### config.mk
export PLATFORM = sky130hd
export DESIGN_NAME = issue_scoreboard
export DESIGN_NICKNAME = d
export VERILOG_FILES = /design/src/rtl/issue_scoreboard_pkg.sv /design/src/rtl/wb_slot_ring.sv /design/src/rtl/issue_scoreboard.sv
export SDC_FILE = /design/constraint.sdc
export NUM_CORES = 1
export LEC_CHECK = 0
export ABC_AREA = 1
export BUFFER_PORTS_ARGS = -buffer_cell sky130_fd_sc_hd__buf_2
export CAP_MARGIN = 20
export CORE_MARGIN = 1.5
export CORE_UTILIZATION = 60
export CTS_CLUSTER_DIAMETER = 150
export DETAILED_ROUTE_END_ITERATION = 7
export GPL_TIMING_DRIVEN = 0
export PLACE_DENSITY_LB_ADDON = 0.2
export REMOVE_ABC_BUFFERS = 1
export SLEW_MARGIN = 0
export SYNTH_ARGS = -nofsm -noshare
export SYNTH_HDL_FRONTEND = slang
export SYNTH_SLANG_ARGS = --single-unit
### constraint.sdc
create_clock -name clk -period 3.75 [get_ports clk]
set_input_delay 0.1875 -clock clk [delete_from_list [all_inputs] [get_ports clk]]
set_output_delay 0.1875 -clock clk [all_outputs]
set_load 0.02 [all_outputs]
### src/rtl/issue_scoreboard_pkg.sv
// rtl/issue_scoreboard_pkg.sv - shared constants, types and latency select for the issue scoreboard
package issue_scoreboard_pkg;

    localparam int MAX_LAT      = 7;
    localparam int ALU_LAT_DEF  = 1;
    localparam int LOAD_LAT_DEF = 3;
    localparam int MUL_LAT_DEF  = 5;
    localparam int REG_FILE_LEN = 32;
    localparam int REG_IDX_W    = $clog2(REG_FILE_LEN);
    localparam int LAT_W        = 3;

    typedef logic [REG_IDX_W-1:0] reg_idx_t;
    typedef logic [LAT_W-1:0]     lat_t;

    typedef struct packed {
        reg_idx_t rs1;
        reg_idx_t rs2;
        logic     rs1_used;
        logic     rs2_used;
        reg_idx_t rd;
        logic     reg_write;
        logic     is_load;
        logic     is_mul;
    } issue_req_t;

    // Load wins when both class bits are set.
    function automatic lat_t sel_lat(input logic is_load, input logic is_mul,
                                     input lat_t alu_lat, input lat_t load_lat,
                                     input lat_t mul_lat);
        if (is_load)
            return load_lat;
        else if (is_mul)
            return mul_lat;
        else
            return alu_lat;
    endfunction

endpackage

### src/rtl/wb_slot_ring.sv
// rtl/wb_slot_ring.sv - writeback port reservation ring with per-slot destination register
module wb_slot_ring
    import issue_scoreboard_pkg::*;
(
    input  logic     clk,
    input  logic     rst,
    input  lat_t     query_lat,
    input  logic     set_en,
    input  reg_idx_t set_rd,
    output logic     conflict,
    output logic     wb_valid,
    output reg_idx_t wb_rd
);

    logic [MAX_LAT:0] res;
    reg_idx_t         rd_slot [MAX_LAT+1];

    assign conflict = res[query_lat];
    assign wb_valid = res[0];
    assign wb_rd    = res[0] ? rd_slot[0] : '0;

    // Slot i holds the writeback that happens i cycles from now; a new entry
    // lands in slot L-1 because the shift happens on the same edge.
    always_ff @(posedge clk) begin
        if (rst) begin
            res <= '0;
            for (int i = 0; i <= MAX_LAT; i++)
                rd_slot[i] <= '0;
        end else begin
            for (int i = 0; i < MAX_LAT; i++) begin
                res[i]     <= res[i+1];
                rd_slot[i] <= rd_slot[i+1];
            end
            res[MAX_LAT]     <= 1'b0;
            rd_slot[MAX_LAT] <= '0;
            if (set_en) begin
                res[query_lat - lat_t'(1)]     <= 1'b1;
                rd_slot[query_lat - lat_t'(1)] <= set_rd;
            end
        end
    end

endmodule

### src/rtl/issue_scoreboard.sv
// rtl/issue_scoreboard.sv - in-order issue control with RAW/WAW, writeback port and multiplier hazards
module issue_scoreboard
    import issue_scoreboard_pkg::*;
#(
    parameter int ALU_LAT  = ALU_LAT_DEF,
    parameter int LOAD_LAT = LOAD_LAT_DEF,
    parameter int MUL_LAT  = MUL_LAT_DEF
) (
    input  logic                    clk,
    input  logic                    rst,
    input  logic                    id_valid_i,
    input  logic [REG_IDX_W-1:0]    id_rs1_i,
    input  logic [REG_IDX_W-1:0]    id_rs2_i,
    input  logic                    id_rs1_used_i,
    input  logic                    id_rs2_used_i,
    input  logic [REG_IDX_W-1:0]    id_rd_i,
    input  logic                    id_reg_write_i,
    input  logic                    id_is_load_i,
    input  logic                    id_is_mul_i,
    input  logic                    kill_i,
    output logic                    stall_o,
    output logic                    issue_o,
    output logic                    wb_valid_o,
    output logic [REG_IDX_W-1:0]    wb_rd_o,
    output logic [REG_FILE_LEN-1:0] busy_o
);

    localparam lat_t ALU_L  = lat_t'(ALU_LAT);
    localparam lat_t LOAD_L = lat_t'(LOAD_LAT);
    localparam lat_t MUL_L  = lat_t'(MUL_LAT);

    issue_req_t req;
    lat_t       cnt [REG_FILE_LEN];
    lat_t       mul_cnt;
    lat_t       lat;
    logic       mul_class;
    logic       writes;
    logic       raw, waw, wb_conflict, mul_busy, hazard;
    logic       ring_wb_valid;
    reg_idx_t   ring_wb_rd;

    assign req = '{rs1: id_rs1_i, rs2: id_rs2_i, rs1_used: id_rs1_used_i,
                   rs2_used: id_rs2_used_i, rd: id_rd_i, reg_write: id_reg_write_i,
                   is_load: id_is_load_i, is_mul: id_is_mul_i};

    assign lat       = sel_lat(req.is_load, req.is_mul, ALU_L, LOAD_L, MUL_L);
    assign mul_class = req.is_mul & ~req.is_load;
    assign writes    = req.reg_write & (req.rd != '0);

    // cnt == 1 means the producer is in WB now and its result is bypassed.
    always_comb begin
        raw = 1'b0;
        if (req.rs1_used && req.rs1 != '0 && cnt[req.rs1] > lat_t'(1))
            raw = 1'b1;
        if (req.rs2_used && req.rs2 != '0 && cnt[req.rs2] > lat_t'(1))
            raw = 1'b1;
        waw      = writes & (cnt[req.rd] > lat);
        mul_busy = mul_class & (mul_cnt > lat_t'(1));
        hazard   = raw | waw | (writes & wb_conflict) | mul_busy;
        issue_o  = ~rst & id_valid_i & ~kill_i & ~hazard;
        stall_o  = ~rst & id_valid_i & ~kill_i & hazard;
    end

    always_ff @(posedge clk) begin
        if (rst) begin
            mul_cnt <= '0;
            for (int r = 0; r < REG_FILE_LEN; r++)
                cnt[r] <= '0;
        end else begin
            if (issue_o && mul_class)
                mul_cnt <= MUL_L;
            else if (mul_cnt != '0)
                mul_cnt <= mul_cnt - lat_t'(1);
            for (int r = 0; r < REG_FILE_LEN; r++) begin
                if (issue_o && writes && req.rd == reg_idx_t'(r))
                    cnt[r] <= lat;
                else if (cnt[r] != '0)
                    cnt[r] <= cnt[r] - lat_t'(1);
            end
        end
    end

    wb_slot_ring u_ring (
        .clk       (clk),
        .rst       (rst),
        .query_lat (lat),
        .set_en    (issue_o & writes),
        .set_rd    (req.rd),
        .conflict  (wb_conflict),
        .wb_valid  (ring_wb_valid),
        .wb_rd     (ring_wb_rd)
    );

    assign wb_valid_o = ~rst & ring_wb_valid;
    assign wb_rd_o    = rst ? '0 : ring_wb_rd;

    always_comb begin
        busy_o = '0;
        for (int r = 0; r < REG_FILE_LEN; r++)
            busy_o[r] = ~rst & (cnt[r] != '0);
    end

endmodule

# Yosys cells after proc, flatten, opt, wreduce, memory -nomap -nowiden
# Memory sizes are Yosys's and may differ from the RTL's.
# Index checks and enable logic that the tools add are counted.
# W data, S select, Z words.
word_totals:
  reg_bits: 11
  ramBits: 136
  inputBits: 24
  output_inout_bits: 40
  elab_cells: 596
  n_memories: 2
memory_table:
  columns: ["memory", "depth", "width", "read_ports", "rd_clocked_by_memory_dff", "wr", "line_no", "source"]
  rows:
  - ["cnt", 32, 3, 35, 0, 32, "issue_scoreboard.sv:33", "lat_t cnt [REG_FILE_LEN];"]
  - ["u_ring.rd_slot", 8, 5, 8, 0, 9, "wb_slot_ring.sv:16", "reg_idx_t rd_slot [MAX_LAT+1];"]
classes:
  addsub: 34
  order_cmp: 7
  eq_ne: 31
  muxes: 315
  n_bitwise: 124
  n_reduce_logical: 79
ops:
  columns: ["op", "count"]
  rows:
  - ["$mux W1", 234]
  - ["$mux W3", 68]
  - ["$sub A3 B1 Y3 const B", 34]
  - ["$reduce_bool A3 Y1", 33]
  - ["$eq A5 B5 Y1 const B", 16]
  - ["$or A1 B1 Y1", 75]
  - ["$mux W5", 10]
  - ["$and A1 B1 Y1", 43]
  - ["$eq A5 B4 Y1 const B", 8]
  - ["$logic_and A1 B1 Y1", 39]
  - ["$eq A5 B3 Y1 const B", 4]
  - ["$reduce_bool A5 Y1", 3]
  - ["$eq A5 B2 Y1 const B", 2]
  - ["$gt A3 B1 Y1 const B", 3]
  - ["$lt A3 B4 Y1 const B", 2]
  - ["$or A7 B8 Y8", 1]
  - ["$mux W7", 1]
  - ["$eq A5 B1 Y1 const B", 1]
  - ["$logic_not A5 Y1", 1]
  - ["$not A1 Y1", 5]
  - ["$reduce_or A2 Y1", 2]
  - ["$bmux W1 S3", 1]
  - ["$demux W1 S3", 1]
  - ["$ge A3 B1 Y1 const B", 1]
  - ["2 further kinds", 2]

# Longest topological paths before layout
logic_depth:
  ltp_word: 17
  ltp_mapped: 25
  mapped_depth_nobuf: 21

# By module
# Synthesis repeated with hierarchy kept, for this count alone.
unflattened:
  hier_cells: 1538
  area_unflattened_um2: 10689.0
by_module_without_submodules:
  columns: ["mod", "instances", "cells_each", "area_per_inst_um2", "seq_area_each_um2"]
  rows:
  - ["issue_scoreboard", 1, 1218, 8475.6, 2942.8]
  - ["wb_slot_ring", 1, 320, 2213.4, 960.9]

# Least setup slack after synthesis
# Ideal clock, no wire load.
synth_path:
  path_type: "in2reg"
  startpoint: "input id_rd_i[0]"
  endpoint: "memory cnt[8][1] in the netlist's numbering (data pin)"
  setup_ns: 0.249
  arrival_ns: 2.958
  t_required_ns: 3.501
  setup_slack_ns: 0.543
  stages: 21
  path_buffers: 4
  path_cell_list: "buf_4 > inv_2 > buf_2 > nor2_1 > clkbuf_1 > a22oi_1 > o221ai_1 > a22o_1 > a221oi_1 > o21ai_0 > ha_1 > a21o_1 > a21oi_1 > nand4_2 > buf_4 > nor2_2 > inv_1 > nand2_1 > nand2_1 > nand2_1 > inv_1"
synth_lines:
  columns: ["item", "line_no", "source"]
  rows:
  - ["start: declaration", "issue_scoreboard.sv:16", "input logic [REG_IDX_W-1:0] id_rd_i,"]
  - ["end: declaration", "issue_scoreboard.sv:33", null]

==> metrics.txt <==
status completed; Synth top cells by count inv_1 (246), nand2_1 (240), nand3_1 (160), nor2_1 (158), o21ai_0 (108); largest area contributor in the netlist edfxtp_1; initial antenna violation count 0; Mapped Area roughly 9600 µm²; Worst Path Max Fanout 25; Sequential Area 3780 µm²; Final Cycle Share 0.955; Ys Warns 0; Peak Freq ~280 MHz; library cells used by synthesis 34; clock sink count approximately 140; TNS Setup 0 ns; fin. max-slew vios 0; largest net degree at the start of global routing 53; Post-synth EDFFs 96; Skew-Pair Late Insertion Delay 0.43 ns; Worst setup EP type register; Core Footprint 15400 µm²; Worst EP arrival 3.74 ns; synthesized flop and latch total 141; startpoint types register; vias 9268; Fillers 1281; io pins 64; syn_area_per_cell 7.19 µm²; first-pass GRT wire length roughly 43000 µm; Min-Delay Path Class in2reg; # nets final approximately 1500; P per Cell Area between 600 and 700 nW/µm²; fraction of layout cells with a size suffix above 1 0.107; fin area 10700 µm²; critical path required time 3.91 ns; multi-input combinational cell area ~4600 µm²; CTS Buffer Depth 2; 1st-iter DRT viols 1303; starting density of the core 0.621; antenna viol nets, final 0; worst setup slack after layout 0.170 ns; crit path time final 3.58 ns; top cell type's share of synthesized area 0.302; Routability Congestion 0.951; number of diodes 0; Setup WS pre-CTS -1.77 ns; Die Ht 129 µm; final wirelength about 28000 µm; post-synthesis sequential area ratio 0.396; cts bufs inserted 17; P_leak roughly 0.0051 µW; FFs w/ async S/R, synth 0; top cells by area, synth edfxtp_1 (30%), inv_1 (9.7%), dfxtp_1 (9.4%); clock skew around 0.009 ns; all-layer global routing usage 0.343; peak supply drop 0.381 mV; DR vias/cell 5.80; Slew @ Worst Pin 1.03 ns; Die Wd ~130 µm; RSZ-0062 raised after global routing no; Worst slew margin 0.309; DIE AREA 16700 µm²; Root Driver clkbuf_16; DRT Pass-1 Iters 6; CP Class reg2reg; Post-Synthesis Cells around 1300; most common cell in the netlist inv_1; Row Count 45; WL/cell 17.3 µm; post-route core utilization 0.697; HPWL Detailed 18400 µm; worst hold margin roughly 0.13 ns; Final setup viols 0; htree depth 4; # port buffers 63; Post-synth top flop edfxtp_1; CTS tree done; residual DRC count 0; DP Area 9970 µm²; clk slew on worst S/H paths 0.06 ns; Area growth syn-to-layout 12.2%; final hold violations 0; grt total ovfl 0; vias in the first global route ~8600; Max-cap violations 0
## registers in the layout (all words and copies together), names as in the netlist
register and count:
u_ring.rd_slot 35, cnt 96, mul_cnt 3, u_ring.res 7
## layout by cell type (no fill, tap or decap), drive strengths merged
cell / count
a21o: 1
a21oi: 22
a221oi: 2
a22o: 2
a22oi: 13
buf: 75
clkbuf: 24
clkinv: 8
clkinvlp: 4
conb: 6
dfxtp: 45
edfxtp: 96
ha: 69
inv: 254
nand2: 250
nand3: 160
nand4: 3
nor2: 166
nor3: 26
o21a: 1
o21ai: 131
o221ai: 12
o22ai: 11
o31ai: 1
or2: 3
xor2: 2
## worst paths after layout
kind                                           start              endpoint  slack, ns  depth (start not counted)
worst min-delay path                  id_reg_write_i         u_ring.res[4]       0.13                          3
worst max-delay path                       cnt[8][2]            cnt[17][2]       0.17                         14
worst max register to register             cnt[8][2]            cnt[17][2]       0.17                         14
worst min register to register  u_ring.rd_slot[4][2]  u_ring.rd_slot[3][2]       0.40                          2
## kinds of logic after synthesis
family                     synth area share
other                              0.000393
DFF                                   0.396
adders and majority gates            0.0904
and+or+nand+nor                       0.270
buffers and inverters                 0.127
AOI/OAI and AO/OA                     0.115
xor gates and xnor gates            0.00183
## where the power goes
| part | internal [µW] | switching, µW |
|---|---|---|
| registers | 2210 | 264 |
| logic | 890 | 1640 |
| clock network | 971 | 700 |
| total | 4070 | 2600 |
## area by class of cell
cell class,instances,area share
multi-input cells,881,0.432
flip-flops and latches,141,0.353
inverters,256,0.0918
clock buffers,23,0.0476
repair buffers,76,0.0437
well taps,211,0.0246
clock inverters,9,0.00689
repair inverters,1,0.000701
## critical path, stage by stage (launching register included)
cell and delay [ns]:
edfxtp_1 0.43, a22oi_1 0.21, o221ai_1 0.14, a22o_1 0.27
a221oi_1 0.37, o21ai_0 0.16, ha_1 0.33, a21o_1 0.20
a21oi_1 0.25, nand4_4 0.14, buf_12 0.21, clkinv_4 0.21
nand2_1 0.17, nand2_1 0.14, o22ai_1 0.08
## timing repair
action                                  4_1_cts  5_1_grt
gates cloned                                  1        0
resized for setup                            14        7
hold buffers                                  0        0
pin swaps                                     1        1
setup buffers                                 5        5
endpoints found under the setup margin      209      172
## metal layers
metal  global-route usage  up-vias  part of all wire
met1                0.439     4090              0.39
met3               0.0863      143              0.12
met5                    0        -                 0
met4                0.181        0             0.052
li1                     -     4417                 -
met2                0.537      618              0.44
## per-stage QoR
| stage | power (µW) | cells |
|---|---|---|
| after global placement | 4820 | 1552 |
| after CTS | 6600 | 1593 |
| after floorplan | 4190 | 1278 |
| final | 6670 | 1598 |
| after detailed placement | 4910 | 1555 |
| after global routing | 7150 | 1598 |
Note: power is estimated with default switching activity, not from simulation.
